===== src/rtl/uart_tx_arbiter.sv =====
// Two-channel (forwarded / PC-injected) byte arbiter feeding a single uart_tx, with per-channel FIFOs.
// Optional macro ARB_PC_PRIORITY_EN: strict PC priority instead of round-robin.

module uart_tx_arbiter_fifo #(
  parameter int DEPTH = 8
) (
  input  logic                           clk,
  input  logic                           rst,
  input  logic                           flush,
  input  logic                           push,
  input  logic [7:0]                     din,
  input  logic                           pop,
  output logic [7:0]                     head,
  output logic [$clog2(DEPTH+1)-1:0]     level,
  output logic [7:0]                     drops
);
  localparam int PW = $clog2(DEPTH);
  localparam int LW = $clog2(DEPTH + 1);

  logic [7:0]    mem [DEPTH];
  logic [PW-1:0] wr_ptr;
  logic [PW-1:0] rd_ptr;
  logic          full;
  logic          empty;
  logic          do_push;
  logic          do_pop;
  logic          drop;

  assign full    = (level == LW'(DEPTH));
  assign empty   = (level == {LW{1'b0}});
  assign do_pop  = pop && !empty && !flush;
  // A full FIFO still accepts a push when the head leaves in the same cycle.
  assign do_push = push && !flush && (!full || do_pop);
  assign drop    = push && !flush && full && !do_pop;
  assign head    = mem[rd_ptr];

  // Storage array, no reset needed.
  always_ff @(posedge clk) begin
    if (do_push) begin
      mem[wr_ptr] <= din;
    end
  end

  // Pointers, occupancy and saturating drop counter.
  always_ff @(posedge clk or negedge rst) begin
    if (!rst) begin
      wr_ptr <= {PW{1'b0}};
      rd_ptr <= {PW{1'b0}};
      level  <= {LW{1'b0}};
      drops  <= 8'd0;
    end else if (flush) begin
      wr_ptr <= {PW{1'b0}};
      rd_ptr <= {PW{1'b0}};
      level  <= {LW{1'b0}};
    end else begin
      if (do_push) begin
        wr_ptr <= wr_ptr + 1'b1;
      end
      if (do_pop) begin
        rd_ptr <= rd_ptr + 1'b1;
      end
      case ({do_push, do_pop})
        2'b10:   level <= level + 1'b1;
        2'b01:   level <= level - 1'b1;
        default: level <= level;
      endcase
      if (drop && (drops != 8'hFF)) begin
        drops <= drops + 8'd1;
      end
    end
  end
endmodule

module uart_tx_arbiter #(
  parameter int FIFO_DEPTH   = 8,
  parameter int BUSY_TIMEOUT = 4
) (
  input  logic                              clk,
  input  logic                              rst,
  input  logic                              fwd_valid,
  input  logic [7:0]                        fwd_data,
  input  logic                              pc_valid,
  input  logic [7:0]                        pc_data,
  input  logic                              fwd_mute,
  input  logic                              tx_rdy,
  output logic                              tx_en,
  output logic [7:0]                        tx_data,
  output logic                              grant_pc,
  output logic [$clog2(FIFO_DEPTH+1)-1:0]   fwd_level,
  output logic [$clog2(FIFO_DEPTH+1)-1:0]   pc_level,
  output logic [7:0]                        fwd_drops,
  output logic [7:0]                        pc_drops
);
  localparam int CW = $clog2(BUSY_TIMEOUT + 1);
  localparam int LW = $clog2(FIFO_DEPTH + 1);

  typedef enum logic [1:0] {IDLE, ISSUE, WAIT_BUSY} state_t;

  state_t        state;
  state_t        next_state;
  logic [CW-1:0] wait_cnt;
  logic          last_grant;
  logic          fwd_avail;
  logic          pc_avail;
  logic          sel_pc;
  logic          pop_fwd;
  logic          pop_pc;
  logic [7:0]    fwd_head;
  logic [7:0]    pc_head;

  uart_tx_arbiter_fifo #(.DEPTH(FIFO_DEPTH)) u_fwd_fifo (
    .clk(clk), .rst(rst), .flush(fwd_mute), .push(fwd_valid), .din(fwd_data),
    .pop(pop_fwd), .head(fwd_head), .level(fwd_level), .drops(fwd_drops)
  );

  uart_tx_arbiter_fifo #(.DEPTH(FIFO_DEPTH)) u_pc_fifo (
    .clk(clk), .rst(rst), .flush(1'b0), .push(pc_valid), .din(pc_data),
    .pop(pop_pc), .head(pc_head), .level(pc_level), .drops(pc_drops)
  );

  // A muted forwarded channel is never eligible, even in the cycle mute rises.
  assign fwd_avail = !fwd_mute && (fwd_level != {LW{1'b0}});
  assign pc_avail  = (pc_level != {LW{1'b0}});

  // Channel selection.
  always_comb begin
    sel_pc = 1'b0;
`ifdef ARB_PC_PRIORITY_EN
    sel_pc = pc_avail;
`else
    if (pc_avail && fwd_avail) begin
      sel_pc = !last_grant;
    end else begin
      sel_pc = pc_avail;
    end
`endif
  end

  // Next-state and FIFO pop decode.
  always_comb begin
    next_state = state;
    pop_fwd    = 1'b0;
    pop_pc     = 1'b0;
    case (state)
      IDLE: begin
        if (tx_rdy && (fwd_avail || pc_avail)) begin
          next_state = ISSUE;
          if (sel_pc) begin
            pop_pc = 1'b1;
          end else begin
            pop_fwd = 1'b1;
          end
        end else begin
          next_state = IDLE;
        end
      end
      ISSUE: next_state = WAIT_BUSY;
      WAIT_BUSY: begin
        if (!tx_rdy) begin
          next_state = IDLE;
        end else if (wait_cnt == CW'(BUSY_TIMEOUT - 1)) begin
          next_state = IDLE;
        end else begin
          next_state = WAIT_BUSY;
        end
      end
      default: next_state = IDLE;
    endcase
  end

  // State register, timeout counter and registered tx outputs.
  always_ff @(posedge clk or negedge rst) begin
    if (!rst) begin
      state      <= IDLE;
      wait_cnt   <= {CW{1'b0}};
      tx_en      <= 1'b0;
      tx_data    <= 8'h00;
      grant_pc   <= 1'b0;
      last_grant <= 1'b1;
    end else begin
      state    <= next_state;
      wait_cnt <= (state == WAIT_BUSY) ? wait_cnt + 1'b1 : {CW{1'b0}};
      tx_en    <= (next_state == ISSUE);
      if (pop_fwd || pop_pc) begin
        tx_data    <= pop_pc ? pc_head : fwd_head;
        grant_pc   <= pop_pc;
        last_grant <= pop_pc;
      end
    end
  end
endmodule


===== config.mk =====
export PLATFORM = sky130hd
export DESIGN_NAME = uart_tx_arbiter
export DESIGN_NICKNAME = d
export VERILOG_FILES = /design/src/rtl/uart_tx_arbiter.sv
export SDC_FILE = /design/constraint.sdc
export NUM_CORES = 1
export LEC_CHECK = 0
export ABC_AREA = 1
export CAP_MARGIN = 20
export CORE_AREA = 5 5 122 124
export DETAILED_ROUTE_END_ITERATION = 10
export DIE_AREA = 0 0 127 129
export PLACE_DENSITY_LB_ADDON = 0.15
export SLEW_MARGIN = 20
export SYNTH_ARGS = -nofsm -noshare
export SYNTH_HDL_FRONTEND = slang
export SYNTH_SLANG_ARGS = --single-unit

===== constraint.sdc =====
create_clock -name clk -period 2.85 [get_ports clk]
set_input_delay 0.57 -clock clk [delete_from_list [all_inputs] [get_ports clk]]
set_output_delay 0.57 -clock clk [all_outputs]
set_load 0.05 [all_outputs]

**Yosys cells after proc, flatten, opt, wreduce, memory -nomap -nowiden**

Memories as Yosys holds them, arrays and structs flattened.
Index checks and enable logic that the tools add are counted.

- Memory bits (read-only): 0
- Input bits: 22
- RAM bits: 128
- Bits in registers: 52
- Bits in latches: 0
- Memories: 2

Memory list:

| memory | depth | width | rd ports | clocked after Yosys merged registers in | write ports | RTL line | source |
|---|---|---|---|---|---|---|---|
| u_fwd_fifo.mem | 8 | 8 | 1 | 0 | 1 | 20 | `logic [7:0] mem [DEPTH];` |
| u_pc_fifo.mem | 8 | 8 | 1 | 0 | 1 | 20 |  |

- Bitwise operators: 1
- Multiplexer cells: 24
- $mul: 0
- Divide/modulo/power cells: 0
- Shifts and indexed selects: 0
- Reduce and logical (&&, ||, !) cells: 37
- $add $sub $neg: 11
- Eq/ne operators: 12
- $lt $le $gt $ge: 0

Operator list:

| operator | number |
|---|---|
| adder 8 x 1 -> 8 bit, second input constant | 2 |
| != test 8 bit, second input constant | 2 |
| one-hot mux 4 bit (2 select lines) | 2 |
| adder 3 x 1 -> 3 bit, second input constant | 5 |
| logical AND 1 bit | 15 |
| two-way mux 3 bit | 5 |
| two-way mux 1 bit | 12 |
| adder 4 x 1 -> 4 bit, second input constant | 2 |
| equality test 2 x 1 -> 1 bit, second input constant | 4 |
| equality test 4 bit, second input constant | 2 |
| zero test 1 bit | 8 |
| zero test 4 bit | 2 |
| two-way mux 8 bit | 1 |
| nonzero test 4 bit | 2 |
| subtractor 4 x 1 -> 4 bit, second input constant | 2 |
| equality test 2 bit, second input constant | 3 |
| one-hot mux 2 bit (3 select lines) | 1 |
| nonzero test 2 bit | 3 |
| logical OR 1 bit | 4 |
| two-way mux 2 bit | 2 |
| two-way mux 4 bit | 1 |
| equality test 3 x 2 -> 1 bit, second input constant | 1 |
| nonzero test 3 bit | 1 |
| zero test 2 bit | 1 |
| 2 further kinds | 2 |

**Logic depth before layout (Yosys ltp)**

- Word-level depth: 14
- Depth in mapped cells: 15

**Hierarchy**

A second synthesis with hierarchy kept.

- Cells, all modules: 723
- Area total of the unflattened synthesis: 7951.4 um^2

Modules (own cells, without submodules):

| module | cells each | seq. area each (um^2) | times used | area each (um^2) |
|---|---|---|---|---|
| uart_tx_arbiter_fifo | 308 | 2372.3 | 2 | 3554.7 |
| uart_tx_arbiter | 107 | 401.6 | 1 | 842.1 |

**Worst setup path before layout**

OpenSTA, ideal clock, no wires.

- Kind: flip-flop to flip-flop
- From: reg u_pc_fifo.level[0]
- To: reg u_pc_fifo.level[2]
- Path slack: 0.358 ns
- Library setup time: 0.127 ns
- Arrival time: 2.365 ns
- Required time: 2.723 ns
- Buffers on the path: 0
- Period minus slack after synthesis: 2.492 ns
- Cell stages (with the launch flop): 16
- Cells stage by stage: dfrtp_1 -> inv_1 -> nand2_4 -> nor2_8 -> inv_2 -> nand2_4 -> nor2_8 -> inv_4 -> nand2_1 -> nand2_2 -> ha_1 -> xor2_1 -> ha_1 -> a21oi_1 -> xnor2_1 -> o21ai_0

- Cells in the longest elaborated chain, start to end: 11
- Elaborated cells on any way between the ends: 21
- Those cells by class: 2 x add/sub; 3 x eq/ne; 5 x mux; 11 x reduce/logical

RTL lines:

| element | RTL line | source |
|---|---|---|
| start: declaration | 14 | `output logic [$clog2(DEPTH+1)-1:0] level,` |
| start signal: assignment | 49 | `level <= {LW{1'b0}};` |
| start signal: assignment | 54 | `level <= {LW{1'b0}};` |
| start signal: assignment | 63 | `2'b10: level <= level + 1'b1;` |
| nonzero test 4 bit | 123 | `assign pc_avail = (pc_level != {LW{1'b0}});` |
| logical AND 1 bit | 131 | `if (pc_avail && fwd_avail) begin` |
| two-way mux 1 bit | 131 |  |
| two-way mux 1 bit | 148 | `if (sel_pc) begin` |
| two-way mux 1 bit | 146 | `if (tx_rdy && (fwd_avail \|\| pc_avail)) begin` |
| two-way mux 1 bit | 144 | `case (state)` |
| logical AND 1 bit | 31 | `assign do_pop = pop && !empty && !flush;` |
| logical OR 1 bit | 33 | `assign do_push = push && !flush && (!full \|\| do_pop);` |
| logical AND 1 bit | 33 |  |
| equality test 2 x 1 -> 1 bit / equality test 2 bit (equally long branches) | 62 | `case ({do_push, do_pop})` |
| one-hot mux 4 bit (2 select lines) / nonzero test 2 bit (equally long branches) | - |  |

Parallel ways exist; a longest one is shown, timed or not.
A chain may end at the register's enable or synchronous reset.

**Worst setup path in the final report**

Same ends and word-level chain as after synthesis.

==> results.sh <==
export IMPL_outcome="complete, no violations"
export IMPL_ys_seq_area_share_pct=66.6
export IMPL_fin_worst_skew_ps=12.5
export IMPL_die_w_um=127
export IMPL_core_area_um2=13700
export IMPL_tns_ps=0
export IMPL_io_pins=56
export IMPL_tightest_slew_ps=962
export IMPL_drv_slew=0
export IMPL_dp_hpwl_mm=11.0
export IMPL_antenna_found_initial=0
export IMPL_die_h_um=129
export IMPL_yosysWarnings=0
export IMPL_rows=43
export IMPL_synth_nets=695
export IMPL_io_buffers=55
export IMPL_power_density_nw_per_um2=974
export IMPL_finalHoldViolCount=0
export IMPL_grt_max_degree=36
export IMPL_synth_cell_types=42
export IMPL_area_growth_pct=18.3
export IMPL_via_count=5174
export IMPL_synth_commonest_cells="edfxtp_1, nor2_1, nand2_1"
export IMPL_clockBufferDepth=2
export IMPL_dr_pass1_iters=5
export IMPL_endpoint_kind="register"
export IMPL_post_cts_setup_buffers=0
export IMPL_ys_ff_latch=180
export IMPL_dieArea_um2=16400
export IMPL_synth_most_common_cell="edfxtp_1"
export IMPL_clkLatencyLatePin_ps=440
export IMPL_fmax_ghz=0.395
export IMPL_cts_tree="yes"
export IMPL_start_kind="register"
export IMPL_grt_overflow=0
export IMPL_syn_inst=660
export IMPL_track_usage_pct=21.2
export IMPL_holdWs_ps=125
export IMPL_cp_max_fo=5
export IMPL_period_needed_ps=2530
export IMPL_yosys_top_cells_area="edfxtp_1, dfrtp_1, nor2_1"
export IMPL_setup_viol=0
export IMPL_criticalPathCategory="reg -> reg"
export IMPL_drv_cap=0
export IMPL_rsz0062_at_grt="no"
export IMPL_peakVddDrop_v=0.000573
export IMPL_htreeDepth=4
export IMPL_cts_resized=0
export IMPL_timing_hold_worst_class="in -> async"
export IMPL_postCtsHoldBufs=0
export IMPL_crit_arrival_ps=2840
export IMPL_vias_per_cell=5.55
export IMPL_synth_area_leader_cell="edfxtp_1"
export IMPL_syn_area_um2=7720
export IMPL_yosysTopAreaCellShare_pct=49.8
export IMPL_relSlewSlack_pct=35.9
export IMPL_avgSynthCellArea_um2=11.7
export IMPL_drcViolationCount=0
export IMPL_grt_pass1_wl_mm=26.8
export IMPL_numCtsBuffers=17
export IMPL_cts_root_buf="clkbuf_16"
export IMPL_diodes=0
export IMPL_wl_mm=16.3
export IMPL_synth_edf_count=128
export IMPL_gp_congestion=0.810
export IMPL_drive_above_1_share_pct=13.9
export IMPL_cts_sinks=180
export IMPL_drt_iter0_drc=415
export IMPL_postSynth_asyncResetShare_pct=28.9
export IMPL_leakage_uw=0.00355
export IMPL_wl_per_cell_um=17.5
export IMPL_first_global_vias=5387
export IMPL_fin_crit_sh_pct=88.7
export IMPL_clkTransAtPathRegs_ps=70
export IMPL_start_util_pct=56.5
export IMPL_nets=776
export IMPL_worst_ep_required_time_ps=3160
export IMPL_drtAntennaViolNets=0
export IMPL_ys_flop_type="edfxtp_1"
## worst max-delay path, cell delays in order (launching register included)
cell and delay (ps):
dfrtp_1 420, inv_1 140, nand2_4 90, nor2_8 170
inv_2 60, nand2_4 140, nor2_8 50, inv_4 50
nand2_1 50, nand2_2 120, ha_1 240, xor2_1 280
ha_1 240, a21oi_1 70, xnor2_1 190, o21ai_0 90
## per-stage QoR
stage	total power [uW]	instances	area (um2)	utilization (%)	setup WS, ps
5_1_grt	9390	933	9140	66.9	174
4_1_cts	8950	933	9140	66.9	328
6_report	8900	933	9140	66.9	321
3_5_place_dp	6870	902	8620	63.1	58.4
2_1_floorplan	5790	660	7720	-	358
3_3_place_gp	6750	902	8620	63.1	138
## report_power, final
part | switching, uW | internal, uW
combinational | 2140 | 1130
clock | 968 | 1110
sequential | 333 | 3230
## flip-flops by register name, summed over array words and instances (netlist names), 4 cells and up
| register | count |
|---|---|
| u_fwd_fifo.mem | 64 |
| u_pc_fifo.mem | 64 |
| tx_data | 8 |
| u_fwd_fifo.drops | 8 |
| u_pc_fifo.drops | 8 |
| u_fwd_fifo.level | 4 |
| u_pc_fifo.level | 4 |
## placed cells by master (no fill, tap or decap), types with 5 or more instances in the layout
master and instances:
inv_1 35, clkdlybuf4s50_1 54, o22ai_1 16, dfrtp_1 51, edfxtp_1 128, xor2_1 16
nor2_2 5, mux2_2 9, ha_1 13, nand2_1 83, o21ai_0 65, nand2_2 5
nand3_1 10, inv_2 8, o32ai_1 16, o21ai_1 14, a21oi_1 5, clkinvlp_4 5
buf_4 30, clkbuf_16 17, nor2_1 118, xnor2_1 7
## layout make-up
cell class	count	area, um2
inverter	46	175
fill	1025	4530
clock buffer	20	437
clock inverter	11	81.3
sequential	180	5150
multi-input combinational	411	2300
timing repair buffer	85	771
tap	180	225
## logic make-up after synthesis
| family | count (synthesis) | share of synthesized area (%) |
|---|---|---|
| xor gates and xnor gates | 23 | 2.61 |
| muxes | 9 | 1.31 |
| adders and majority gates | 13 | 2.11 |
| buffers and inverters | 69 | 3.53 |
| AOI/OAI and AO/OA | 120 | 9.10 |
| DFF | 180 | 66.6 |
| and+or+nand+nor | 246 | 14.7 |
## path summary, 6_finish.rpt
| check | startpoint | to | slack [ps] | depth (start not counted) |
|---|---|---|---|---|
| min in group clk | wait_cnt[0]$_DFF_PN0_ | wait_cnt[0]$_DFF_PN0_ | 450 | 1 |
| min reg2reg | wait_cnt[0]$_DFF_PN0_ | wait_cnt[0]$_DFF_PN0_ | 450 | 1 |
| max in group asynchronous | rst | tx_en$_DFF_PN0_ | 2080 | 2 |
| max reg2reg | u_pc_fifo.level[0]$_DFFE_PN0P_ | u_pc_fifo.level[2]$_DFFE_PN0P_ | 320 | 15 |
| max | u_pc_fifo.level[0]$_DFFE_PN0P_ | u_pc_fifo.level[2]$_DFFE_PN0P_ | 320 | 15 |
| min | rst | u_pc_fifo.wr_ptr[2]$_DFFE_PN0P_ | 120 | 1 |
## routing by layer
metal  wire length (um)  global-route usage, %  vias to the layer above
met2               8170                   36.2                      158
met5                  0                      0                        -
met4                329                   7.51                        0
met1               6810                   26.9                     2527
met3                980                   5.02                       32
li1                   -                      -                     2457
(Power assumes the default switching activity.)
